File: config.mk
export PLATFORM = sky130hd
export DESIGN_NAME = nco_capture_writer
export DESIGN_NICKNAME = d
export VERILOG_FILES = /design/src/rtl/nco_capture_writer.sv
export SDC_FILE = /design/constraint.sdc
export NUM_CORES = 1
export LEC_CHECK = 0
export CAP_MARGIN = 15
export CORE_MARGIN = 5
export CORE_UTILIZATION = 57
export DETAILED_ROUTE_END_ITERATION = 10
export DONT_BUFFER_PORTS = 1
export PLACE_DENSITY = 0.82
export SLEW_MARGIN = 0
export SYNTH_ARGS = -nofsm -noshare
export SYNTH_HDL_FRONTEND = slang
export SYNTH_SLANG_ARGS = --single-unit
File: constraint.sdc
create_clock -name clk_clk -period 8 [get_ports clk_clk]
set_clock_uncertainty 0.15 [all_clocks]
set_input_delay 1.6 -clock clk_clk [delete_from_list [all_inputs] [get_ports clk_clk]]
set_output_delay 1.6 -clock clk_clk [all_outputs]
set_load 0.05 [all_outputs]
File: src/rtl/nco_capture_writer.sv
// nco_capture_writer: serialises multi-channel NCO beats into 32-bit samples,
// packs sample pairs into 64-bit words and writes them into the second port of
// an on-chip memory as a one-shot or ring capture buffer.
module nco_capture_writer #(
  parameter int NUM_CH    = 2,
  parameter int SAMPLE_W  = 36,
  parameter int ADDR_W    = 14,
  parameter int CAP_WORDS = 1024
) (
  input  logic                       clk_clk,
  input  logic                       reset_reset,
  input  logic [NUM_CH*SAMPLE_W-1:0] in_data,
  input  logic                       in_valid,
  input  logic                       cfg_arm,
  input  logic                       cfg_stop,
  input  logic                       cfg_trig_imm,
  input  logic                       cfg_continuous,
  input  logic                       trig_in,
  output logic [ADDR_W-1:0]          mem_address,
  output logic                       mem_chipselect,
  output logic                       mem_clken,
  output logic                       mem_write,
  output logic [63:0]                mem_writedata,
  output logic [7:0]                 mem_byteenable,
  output logic                       st_busy,
  output logic                       st_done,
  output logic                       st_overrun,
  output logic                       st_wrapped,
  output logic [ADDR_W:0]            st_words
);

  localparam int                CW         = $clog2(NUM_CH + 1);
  localparam logic [ADDR_W-1:0] LAST_ADDR  = ADDR_W'(CAP_WORDS - 1);
  localparam logic [ADDR_W:0]   FULL_WORDS = (ADDR_W + 1)'(CAP_WORDS);

  typedef enum logic [1:0] {S_IDLE, S_ARMED, S_CAPTURE, S_DONE} state_e;

  state_e                state_q, state_d;
  logic                  trig_prev_q, trig_prev_d;
  logic [NUM_CH*32-1:0]  beat_q, beat_d, beat_mapped;
  logic [CW-1:0]         ser_left_q, ser_left_d;
  logic                  half_q, half_d;
  logic [31:0]           lo_q, lo_d;
  logic [ADDR_W-1:0]     wr_ptr_q, wr_ptr_d;
  logic                  wr_q, wr_d;
  logic [ADDR_W-1:0]     addr_q, addr_d;
  logic [63:0]           wdata_q, wdata_d;
  logic [7:0]            be_q, be_d;
  logic                  overrun_q, overrun_d;
  logic                  wrapped_q, wrapped_d;
  logic [ADDR_W:0]       words_q, words_d;
  logic                  do_wr;
  logic [63:0]           wr_data;
  logic [7:0]            wr_be;

  // Map each channel to a 32-bit sample: keep the top 32 bits of wide samples,
  // sign-extend narrow ones.
  for (genvar k = 0; k < NUM_CH; k++) begin : g_map
    logic [SAMPLE_W-1:0] raw;
    assign raw = in_data[k*SAMPLE_W +: SAMPLE_W];
    if (SAMPLE_W >= 32) begin : g_upper
      assign beat_mapped[k*32 +: 32] = raw[SAMPLE_W-1 -: 32];
      if (SAMPLE_W > 32) begin : g_low
        logic unused_low;
        assign unused_low = ^raw[SAMPLE_W-33:0];
      end
    end else begin : g_sext
      assign beat_mapped[k*32 +: 32] = {{(32 - SAMPLE_W){raw[SAMPLE_W-1]}}, raw};
    end
  end

  // Next-state logic: capture FSM, serialiser, pair packer and write strobe.
  always_comb begin
    // NOTE: every signal written here gets a default first, so no path can
    // leave one unassigned and infer a latch.
    state_d     = state_q;
    trig_prev_d = trig_in;
    beat_d      = beat_q;
    ser_left_d  = ser_left_q;
    half_d      = half_q;
    lo_d        = lo_q;
    wr_ptr_d    = wr_ptr_q;
    wr_d        = 1'b0;
    addr_d      = addr_q;
    wdata_d     = wdata_q;
    be_d        = be_q;
    overrun_d   = overrun_q;
    wrapped_d   = wrapped_q;
    words_d     = words_q;
    do_wr       = 1'b0;
    wr_data     = '0;
    wr_be       = 8'hFF;

    unique case (state_q)
      S_IDLE, S_DONE: begin
        if (cfg_arm) begin
          state_d    = cfg_trig_imm ? S_CAPTURE : S_ARMED;
          ser_left_d = '0;
          half_d     = 1'b0;
          wr_ptr_d   = '0;
          words_d    = '0;
          overrun_d  = 1'b0;
          wrapped_d  = 1'b0;
        end
      end
      S_ARMED: begin
        if (cfg_stop) begin
          state_d = S_DONE;
        end else if (cfg_trig_imm || (trig_in && !trig_prev_q)) begin
          state_d = S_CAPTURE;
        end
      end
      S_CAPTURE: begin
        // Emit one sample per cycle, ch0 first; the second of a pair completes a word.
        if (ser_left_q != '0) begin
          ser_left_d = ser_left_q - CW'(1);
          beat_d     = beat_q >> 32;
          if (half_q) begin
            do_wr   = 1'b1;
            wr_data = {beat_q[31:0], lo_q};
            half_d  = 1'b0;
          end else if (!cfg_stop) begin
            lo_d   = beat_q[31:0];
            half_d = 1'b1;
          end
        end
        // Stop flushes a lone half pair unless a full word is already going out.
        if (cfg_stop) begin
          state_d = S_DONE;
          if (!do_wr && half_q) begin
            do_wr   = 1'b1;
            wr_data = {32'h0, lo_q};
            wr_be   = 8'h0F;
            half_d  = 1'b0;
          end
        end
        if (do_wr) begin
          wr_d    = 1'b1;
          addr_d  = wr_ptr_q;
          wdata_d = wr_data;
          be_d    = wr_be;
          if (words_q != FULL_WORDS) words_d = words_q + (ADDR_W + 1)'(1);
          if (wr_ptr_q == LAST_ADDR) begin
            wr_ptr_d = '0;
            if (cfg_continuous) wrapped_d = 1'b1;
            else                state_d   = S_DONE;
          end else begin
            wr_ptr_d = wr_ptr_q + ADDR_W'(1);
          end
        end
        // Accept a beat when the serialiser is idle or on its last emit cycle.
        if (in_valid && !cfg_stop && state_d == S_CAPTURE) begin
          if (ser_left_q <= CW'(1)) begin
            beat_d     = beat_mapped;
            ser_left_d = CW'(NUM_CH);
          end else begin
            overrun_d = 1'b1;
          end
        end
      end
      default: state_d = S_IDLE;
    endcase
  end

  // State and datapath registers with asynchronous active-high reset.
  always_ff @(posedge clk_clk or posedge reset_reset) begin
    // NOTE: sequential state uses non-blocking assignments so every flop samples
    // the pre-edge values regardless of statement order.
    if (reset_reset) begin
      state_q     <= S_IDLE;
      trig_prev_q <= 1'b0;
      beat_q      <= '0;
      ser_left_q  <= '0;
      half_q      <= 1'b0;
      lo_q        <= '0;
      wr_ptr_q    <= '0;
      wr_q        <= 1'b0;
      addr_q      <= '0;
      wdata_q     <= '0;
      be_q        <= '0;
      overrun_q   <= 1'b0;
      wrapped_q   <= 1'b0;
      words_q     <= '0;
    end else begin
      state_q     <= state_d;
      trig_prev_q <= trig_prev_d;
      beat_q      <= beat_d;
      ser_left_q  <= ser_left_d;
      half_q      <= half_d;
      lo_q        <= lo_d;
      wr_ptr_q    <= wr_ptr_d;
      wr_q        <= wr_d;
      addr_q      <= addr_d;
      wdata_q     <= wdata_d;
      be_q        <= be_d;
      overrun_q   <= overrun_d;
      wrapped_q   <= wrapped_d;
      words_q     <= words_d;
    end
  end

  assign mem_address    = addr_q;
  assign mem_chipselect = wr_q;
  assign mem_clken      = 1'b1;
  assign mem_write      = wr_q;
  assign mem_writedata  = wdata_q;
  assign mem_byteenable = be_q;
  assign st_busy        = (state_q == S_ARMED) || (state_q == S_CAPTURE);
  assign st_done        = (state_q == S_DONE);
  assign st_overrun     = overrun_q;
  assign st_wrapped     = wrapped_q;
  assign st_words       = words_q;

endmodule

==> impl_results.md, run 1 <==
* Run status: finished, final reports clean
* Share of the cycle needed by the critical path after routing at 45.1%
* Number of vias in the routed layout at 6,110
* Vias in the first global route at 6,076
* Leakage power figure at 4.54 nW
* Clock insertion delay at the later pin of the skew report at 500 ps
* Clock slew at the register clock pins of the worst setup and hold paths at 60 ps
* Synthesized area per cell at 10.8 um2
* Number of failing setup endpoints in the final timing report at 0
* Most frequent standard cell in the layout excluding fill and tap cells: sky130_fd_sc_hd__nand2_1
* DR iter-0 viols at 590
* Grt total ovfl at 0
* Primary flip-flop cell chosen by synthesis mapping: sky130_fd_sc_hd__dfrtp_1
* Total wire length after detailed routing at 20,900 um
* Most used cell, CP: sky130_fd_sc_hd__inv_1
* Portion of the post-synthesis area used by sequential elements at 59.8%
* Top-level port count at 188
* Number of nets still failing antenna checks after routing at 0
* GRT Total Usage at 22.8%
* Antenna violations before repair at 0
* Worst endpoint data arrival time at 1860 ps
* Max capacitance violation total at 0
* Post-synthesis instance area at 0.00896 mm2
* Power per Cell Area at 343 mW/mm2
* TritonCTS clock tree: yes
* Synthesized instance count at 833
* Die ar. at 0.0183 mm2
* Count of final hold-check violations at 0
* Cell-by-cell trace of the critical path: inv_1 > ha_1 > inv_1
* Number of fill cells in the layout at 1,203
* Root buffer cell: sky130_fd_sc_hd__clkbuf_16
* Maximum number of pins on one net before global-route repair at 154
* Crit-path slowest cell: sky130_fd_sc_hd__inv_1
* Signed area change from the synthesized netlist to the final layout at 8.87%
* CTS H-tree depth at 1
* Vias/cell at 5.91
* Kind of start point of the critical path: register
* RD Place Congestion at 0.859
* Count of synthesis-stage warnings from yosys at 0
* Most used cells in the layout excluding fill and tap cells: sky130_fd_sc_hd__nand2_1, sky130_fd_sc_hd__dfrtp_1, sky130_fd_sc_hd__o21ai_0, sky130_fd_sc_hd__a22o_1, sky130_fd_sc_hd__nand2b_1
* Setup repair after global routing missed its margin: false
* Setup TNS at 0 ps
* Row Count at 45
* Initial core utilization at 58.5%
* Final number of max-transition violations at 0
* Count of port buffers added during placement at 0
* Post-CTS Setup Bufs at 0
* Count of cells resized by post-cts repair at 0
* Number of hold buffers added after cts at 0
* Core Util, Final at 63.7%
* Max Buffers Root-to-Sink at 3
* Nature of the critical path endpoint: primary output
* CORE AREA at 0.0153 mm2
* Maximum clock rate at 277 MHz
* Antenna diodes at 0
* Number of flops mapped to enable cells by yosys at 0
* Required time of the critical path at 6250 ps
* Buffering stage count on the worst path with inverters included at 2
* Slew margin rel. at 27.1%
* Flip-flop and latch count after synthesis at 214
* Actual slew at the worst max-slew pin at 1090 ps
* Post-route minimum period at 3610 ps
* First-pass GRT wire length at 33,400 um
* Worst voltage drop across the vdd grid at 0.000239 V
* Number of DRC violations after detailed routing at 0
* First-pass detailed-route iteration total at 5
* Setup CP Type: register to primary output
* Mapped Nets at 919
* Vertical die dimension at 135 um
* Ratio of cells with drive above 1 in the final layout at 10.8%
* # nets final at 893
* Cts bufs inserted at 22
* Ys async rst share at 100%
* HPWL Detailed at 12,900 um
* TritonCTS sink count at 214
* Cell class contributing the biggest share of worst-path delay: buffers and inverters
* Average wire length per cell after detail routing at 20.2 um
* Slowest stage delay, CP at 460 ps
* Die boundary width at 135 um
* Class of the worst hold path: register to register
* Number of unique standard cell types used by synthesis at 51
* CP Max Fanout at 9
-- cells in the mapped netlist, types with 2 or more instances --
| cell type | number | area (um2) |
|---|---|---|
| sky130_fd_sc_hd__a211oi_1 | 3 | 22.5 |
| sky130_fd_sc_hd__a21oi_1 | 8 | 40.0 |
| sky130_fd_sc_hd__a22o_1 | 36 | 315 |
| sky130_fd_sc_hd__a31oi_1 | 4 | 25.0 |
| sky130_fd_sc_hd__and3_1 | 3 | 18.8 |
| sky130_fd_sc_hd__buf_2 | 18 | 90.1 |
| sky130_fd_sc_hd__buf_4 | 9 | 67.6 |
| sky130_fd_sc_hd__buf_6 | 3 | 33.8 |
| sky130_fd_sc_hd__clkbuf_1 | 26 | 97.6 |
| sky130_fd_sc_hd__dfrtp_1 | 214 | 5360 |
| sky130_fd_sc_hd__ha_1 | 6 | 75.1 |
| sky130_fd_sc_hd__inv_1 | 11 | 41.3 |
| sky130_fd_sc_hd__mux2_2 | 32 | 360 |
| sky130_fd_sc_hd__mux2i_1 | 3 | 30.0 |
| sky130_fd_sc_hd__nand2_1 | 225 | 845 |
| sky130_fd_sc_hd__nand2b_1 | 35 | 219 |
| sky130_fd_sc_hd__nand3_1 | 15 | 75.1 |
| sky130_fd_sc_hd__nand3b_1 | 3 | 22.5 |
| sky130_fd_sc_hd__nand4_1 | 10 | 62.6 |
| sky130_fd_sc_hd__nor2_1 | 27 | 101 |
| sky130_fd_sc_hd__nor3_1 | 6 | 30.0 |
| sky130_fd_sc_hd__nor4_1 | 2 | 12.5 |
| sky130_fd_sc_hd__nor4b_1 | 2 | 17.5 |
| sky130_fd_sc_hd__o21ai_0 | 61 | 305 |
| sky130_fd_sc_hd__o221a_1 | 30 | 338 |
| sky130_fd_sc_hd__o221a_2 | 2 | 22.5 |
| sky130_fd_sc_hd__or2_2 | 3 | 18.8 |
| sky130_fd_sc_hd__or3_1 | 3 | 18.8 |
| sky130_fd_sc_hd__xnor2_1 | 3 | 26.3 |
| sky130_fd_sc_hd__xor2_1 | 9 | 78.8 |
-- metal layers --
metal | vias up | GRT usage (%) | share of wire (%)
li1 | 2813 | - | -
met1 | 3039 | 31.6 | 42
met2 | 219 | 35.0 | 46
met3 | 39 | 6.91 | 9.0
met4 | 0 | 6.77 | 2.9
met5 | - | 0 | 0
-- sequential cells by signal, summed over array words and instances (netlist names) --
name / cells
beat_q: 64
half_q: 1
lo_q: 32
mem_address: 14
mem_byteenable: 2
mem_chipselect: 1
mem_writedata: 64
ser_left_q: 2
st_overrun: 1
st_words: 15
st_wrapped: 1
state_q: 2
trig_prev_q: 1
wr_ptr_q: 14
-- cell type report --
class                           count  area, um2  share of cell area, %
Clock buffer                       35        651                   6.67
Clock inverter                      5       52.6                  0.539
Inverter                           12       52.6                  0.539
Multi-Input combinational cell    551       3330                   34.1
Sequential cell                   214       5360                   54.9
Tap cell                          211        264                   2.71
Timing Repair Buffer                6       45.0                  0.462
-- where the power goes --
| part | internal (mW) | switching, mW | leakage (nW) | total, mW |
|---|---|---|---|---|
| Clock | 0.589 | 0.416 | 0.342 | 1.01 |
| Sequential | 1.34 | 0.300 | 2.85 | 1.64 |
| Combinational | 0.325 | 0.377 | 1.35 | 0.701 |
| Total | 2.25 | 1.09 | 4.54 | 3.34 |
-- per-stage QoR --
stage / worst slack, ps / cell area [um2] / power (mW) / instances / hold WS [ps]
after CTS: 4390 / 9750 / 3.36 / 1034 / 318
after floorplan: 399 / 8960 / 2.18 / 833 / 285
final: 4390 / 9750 / 3.34 / 1034 / 313
after global routing: 4280 / 9750 / 3.51 / 1034 / 342
after detailed placement: 4410 / 9050 / 2.35 / 994 / 301
after global placement: 4450 / 9050 / 2.31 / 994 / 295
-- cells by family after synthesis --
logic type,share of synthesized area (%)
mux,4.36
simple gates,16.8
buf+inv,3.73
compound gates,13.2
xor+xnor,1.17
fa+ha+maj,0.838
other cells,0.0419
flops,59.8
-- path summary, 6_finish.rpt --
kind | from | end | slack (ps) | cells after the start
max | state_q[0]$_DFFE_PP0P_ | st_busy | 4390 | 3
min | lo_q[12]$_DFFE_PP0P_ | mem_writedata[12]$_DFFE_PP0P_ | 310 | 2
max reg2reg | state_q[0]$_DFFE_PP0P_ | st_words[14]$_DFFE_PP0P_ | 4560 | 7
min reg2reg | lo_q[12]$_DFFE_PP0P_ | mem_writedata[12]$_DFFE_PP0P_ | 310 | 2
max in group asynchronous | reset_reset | lo_q[11]$_DFFE_PP0P_ | 5290 | 2
min in group asynchronous | reset_reset | mem_address[1]$_DFFE_PP0P_ | 1050 | 1
-- worst reg2reg max path, cell delays in order, from the launching register on --
cell,delay [ps]
sky130_fd_sc_hd__dfrtp_1,430
sky130_fd_sc_hd__inv_1,80
sky130_fd_sc_hd__ha_1,870
sky130_fd_sc_hd__mux2i_1,530
sky130_fd_sc_hd__a211oi_1,820
sky130_fd_sc_hd__nand3_1,190
sky130_fd_sc_hd__xor2_1,180
sky130_fd_sc_hd__nor2_1,50
No activity file was read; power rests on OpenSTA's default activity.
==> inputs of run 2 (changes only) <==
clock period = 3 ns   (was 8 ns; I/O delays follow)
==> run 2 against run 1 <==
Net effect:
- worst setup slack got worse by 4100 ps
- first-iteration DRC count decreased by 24%
- combinational power increased to 2.9 times the previous value
- cell area up 1.7%
- clock power rose to 2.5 times the previous value
- critical path type is now register to register
- largest power group unchanged
==> impl_results.md, run 2 (synthesis results as in run 1) <==
* Post-route minimum period at 2720 ps
* Combinational share of power at 22.5%
* Number of nets still failing antenna checks after routing at 0
* TritonCTS clock tree: yes
* Class of the worst hold path: input port to register
* Detailed-routing wirelength on met1 at 8530 um
* Setup slack after layout at 280 ps
* Maximum clock rate at 368 MHz
* Sequential power share at 48.7%
* Final number of max-transition violations at 0
* Average wire length per cell after detail routing at 19.6 um
* Slowest stage delay, CP at 550 ps
* Total area of sequential cells at 0.00536 mm2
* DR iter-0 viols at 447
* Worst endpoint data arrival time at 2990 ps
* Nature of the critical path endpoint: register
* Most frequent standard cell in the layout excluding fill and tap cells: sky130_fd_sc_hd__nand2_1
* GRT Total Usage at 22.0%
* Actual slew at the worst max-slew pin at 1010 ps
* TritonCTS sink count at 214
* Worst voltage drop across the vdd grid at 0.000643 V
* Count of final hold-check violations at 0
* Post-CTS Setup Bufs at 0
* First-pass detailed-route iteration total at 7
* Crit-path slowest cell: sky130_fd_sc_hd__nor4_2
* Vias in the first global route at 6,094
* Number of vias in the routed layout at 6,155
* Number of failing setup endpoints in the final timing report at 0
* Setup repair after global routing missed its margin: false
* RD Place Congestion at 0.894
* Leakage power figure at 4.64 nW
* Clock insertion delay at the later pin of the skew report at 490 ps
* Clock share of power at 28.7%
* Total instance count after detailed placement at 1,008
* Cell-by-cell trace of the critical path: or3_4 > nor4_2 > and2_1 > or2_1 > buf_4 > o221a_1
* Final hold slack at 92.6 ps
* Most used cells in the layout excluding fill and tap cells: sky130_fd_sc_hd__nand2_1, sky130_fd_sc_hd__dfrtp_1, sky130_fd_sc_hd__o21ai_0, sky130_fd_sc_hd__a22o_1, sky130_fd_sc_hd__nand2b_1
* Kind of start point of the critical path: register
* Grt total ovfl at 0
* Top-level port count at 188
* Routed length on met3 at 1820 um
* Run status: finished, final reports clean
* HPWL Detailed at 13,500 um
* Signed area change from the synthesized netlist to the final layout at 10.7%
* Setup CP Type: register to register
* Required time of the critical path at 3270 ps
* Vertical die dimension at 135 um
* Cts bufs inserted at 22
* Number of fill cells in the layout at 1,149
* Buffering stage count on the worst path with inverters included at 1
* Root buffer cell: sky130_fd_sc_hd__clkbuf_16
* Antenna violations before repair at 0
* Max capacitance violation total at 0
* Share of the cycle needed by the critical path after routing at 90.7%
* Area of combinational cells with multiple inputs at 0.00333 mm2
* Maximum number of pins on one net before global-route repair at 115
* Total wire length after detailed routing at 20,500 um
* Initial core utilization at 58.5%
* Number of non-filler instances in the completed layout at 1,045
* Antenna diodes at 0
* Ratio of cells with drive above 1 in the final layout at 12.4%
* Total length of routed met2 wires at 9780 um
* Switching power total at 2.85 mW
* Die ar. at 0.0183 mm2
* Row Count at 45
* Vias/cell at 5.89
* Max Buffers Root-to-Sink at 3
* Die boundary width at 135 um
* Slew margin rel. at 32.7%
* CORE AREA at 0.0153 mm2
* Number of DRC violations after detailed routing at 0
* Placement-stage worst setup slack at 330 ps
* # nets final at 909
* Sw frac at 32.3%
* Power per Cell Area at 893 mW/mm2
* Count of port buffers added during placement at 0
* Clock slew at the register clock pins of the worst setup and hold paths at 60 ps
* CP Max Fanout at 32
* Top routing layer in use: met4
* First-pass GRT wire length at 32,600 um
* CTS H-tree depth at 1
* Cell class contributing the biggest share of worst-path delay: simple AND/OR/NAND/NOR gates
* Count of cells resized by post-cts repair at 0
* Power Internal at 6.00 mW
-- run 2: changes by cell type in the layout (fill, tap and decap cells not counted) --
cell                            before  now
sky130_fd_sc_hd__inv_8               1    0
sky130_fd_sc_hd__buf_4               6   14
sky130_fd_sc_hd__dlygate4sd3_1       0    2
sky130_fd_sc_hd__clkbuf_16          23   22
sky130_fd_sc_hd__buf_12              0    6
sky130_fd_sc_hd__clkbuf_1            9    4
sky130_fd_sc_hd__clkinv_8            0    1
sky130_fd_sc_hd__clkinv_2            3    4
-- run 2: worst paths after layout --
check                                         start                            end  slack, ps  cells after the start
setup / recovery           wr_ptr_q[11]$_DFFE_PP0P_         beat_q[29]$_DFFE_PP0P_        280                      6
hold / removal                          in_data[50]         beat_q[42]$_DFFE_PP0P_         90                      1
setup reg to reg           wr_ptr_q[11]$_DFFE_PP0P_         beat_q[29]$_DFFE_PP0P_        280                      6
hold reg to reg                lo_q[11]$_DFFE_PP0P_  mem_writedata[11]$_DFFE_PP0P_        310                      2
max in group asynchronous               reset_reset          trig_prev_q$_DFF_PP0_       1290                      3
min in group asynchronous               reset_reset        wr_ptr_q[2]$_DFFE_PP0P_        590                      2
-- run 2: power by group through the flow --
stage,combinational [mW],sequential [mW],clock (mW)
floorplan,1.66,4.16,0
global placement,1.91,4.33,0
finish,2.00,4.31,2.54
CTS,2.00,4.31,2.58
detailed placement,1.99,4.36,0
global route,2.19,4.40,2.71
-- run 2: repair_timing --
action | in CTS | in global routing
hold endpoints to repair | 31 | 0
hold buffers | 2 | 0
setup endpoints to repair | 0 | 0
-- run 2: through the flow --
stage / setup TNS, ps / power [mW] / cell area, um2 / util (%)
6_report: 0 / 8.85 / 9920 / 64.8
5_1_grt: 0 / 9.30 / 9920 / 64.8
4_1_cts: 0 / 8.90 / 9920 / 64.8
3_5_place_dp: 0 / 6.35 / 9230 / 60.2
3_3_place_gp: 0 / 6.23 / 9230 / 60.2
2_1_floorplan: -114310 / 5.82 / 8960 / -
-- run 2: per-layer routing --
layer	track usage, %	vias to the layer above
li1	-	2841
met5	0	-
met2	34.9	225
met3	5.83	37
met4	5.32	0
met1	30.7	3052
-- run 2: final cells by class --
class                   instances  share of cell area (%)
clock buffers                  29                    6.12
clock inverters                 6                   0.669
inverters                      12                   0.492
multi-input cells             551                    33.6
flip-flops and latches        214                    54.0
well taps                     211                    2.66
repair buffers                 22                    2.47
-- run 2: worst reg2reg max path, cell delays in order (launching register included) --
cell and delay [ps]:
sky130_fd_sc_hd__dfrtp_1 440, sky130_fd_sc_hd__or3_4 430, sky130_fd_sc_hd__nor4_2 550, sky130_fd_sc_hd__and2_1 320
sky130_fd_sc_hd__or2_1 130, sky130_fd_sc_hd__buf_4 370, sky130_fd_sc_hd__o221a_1 260
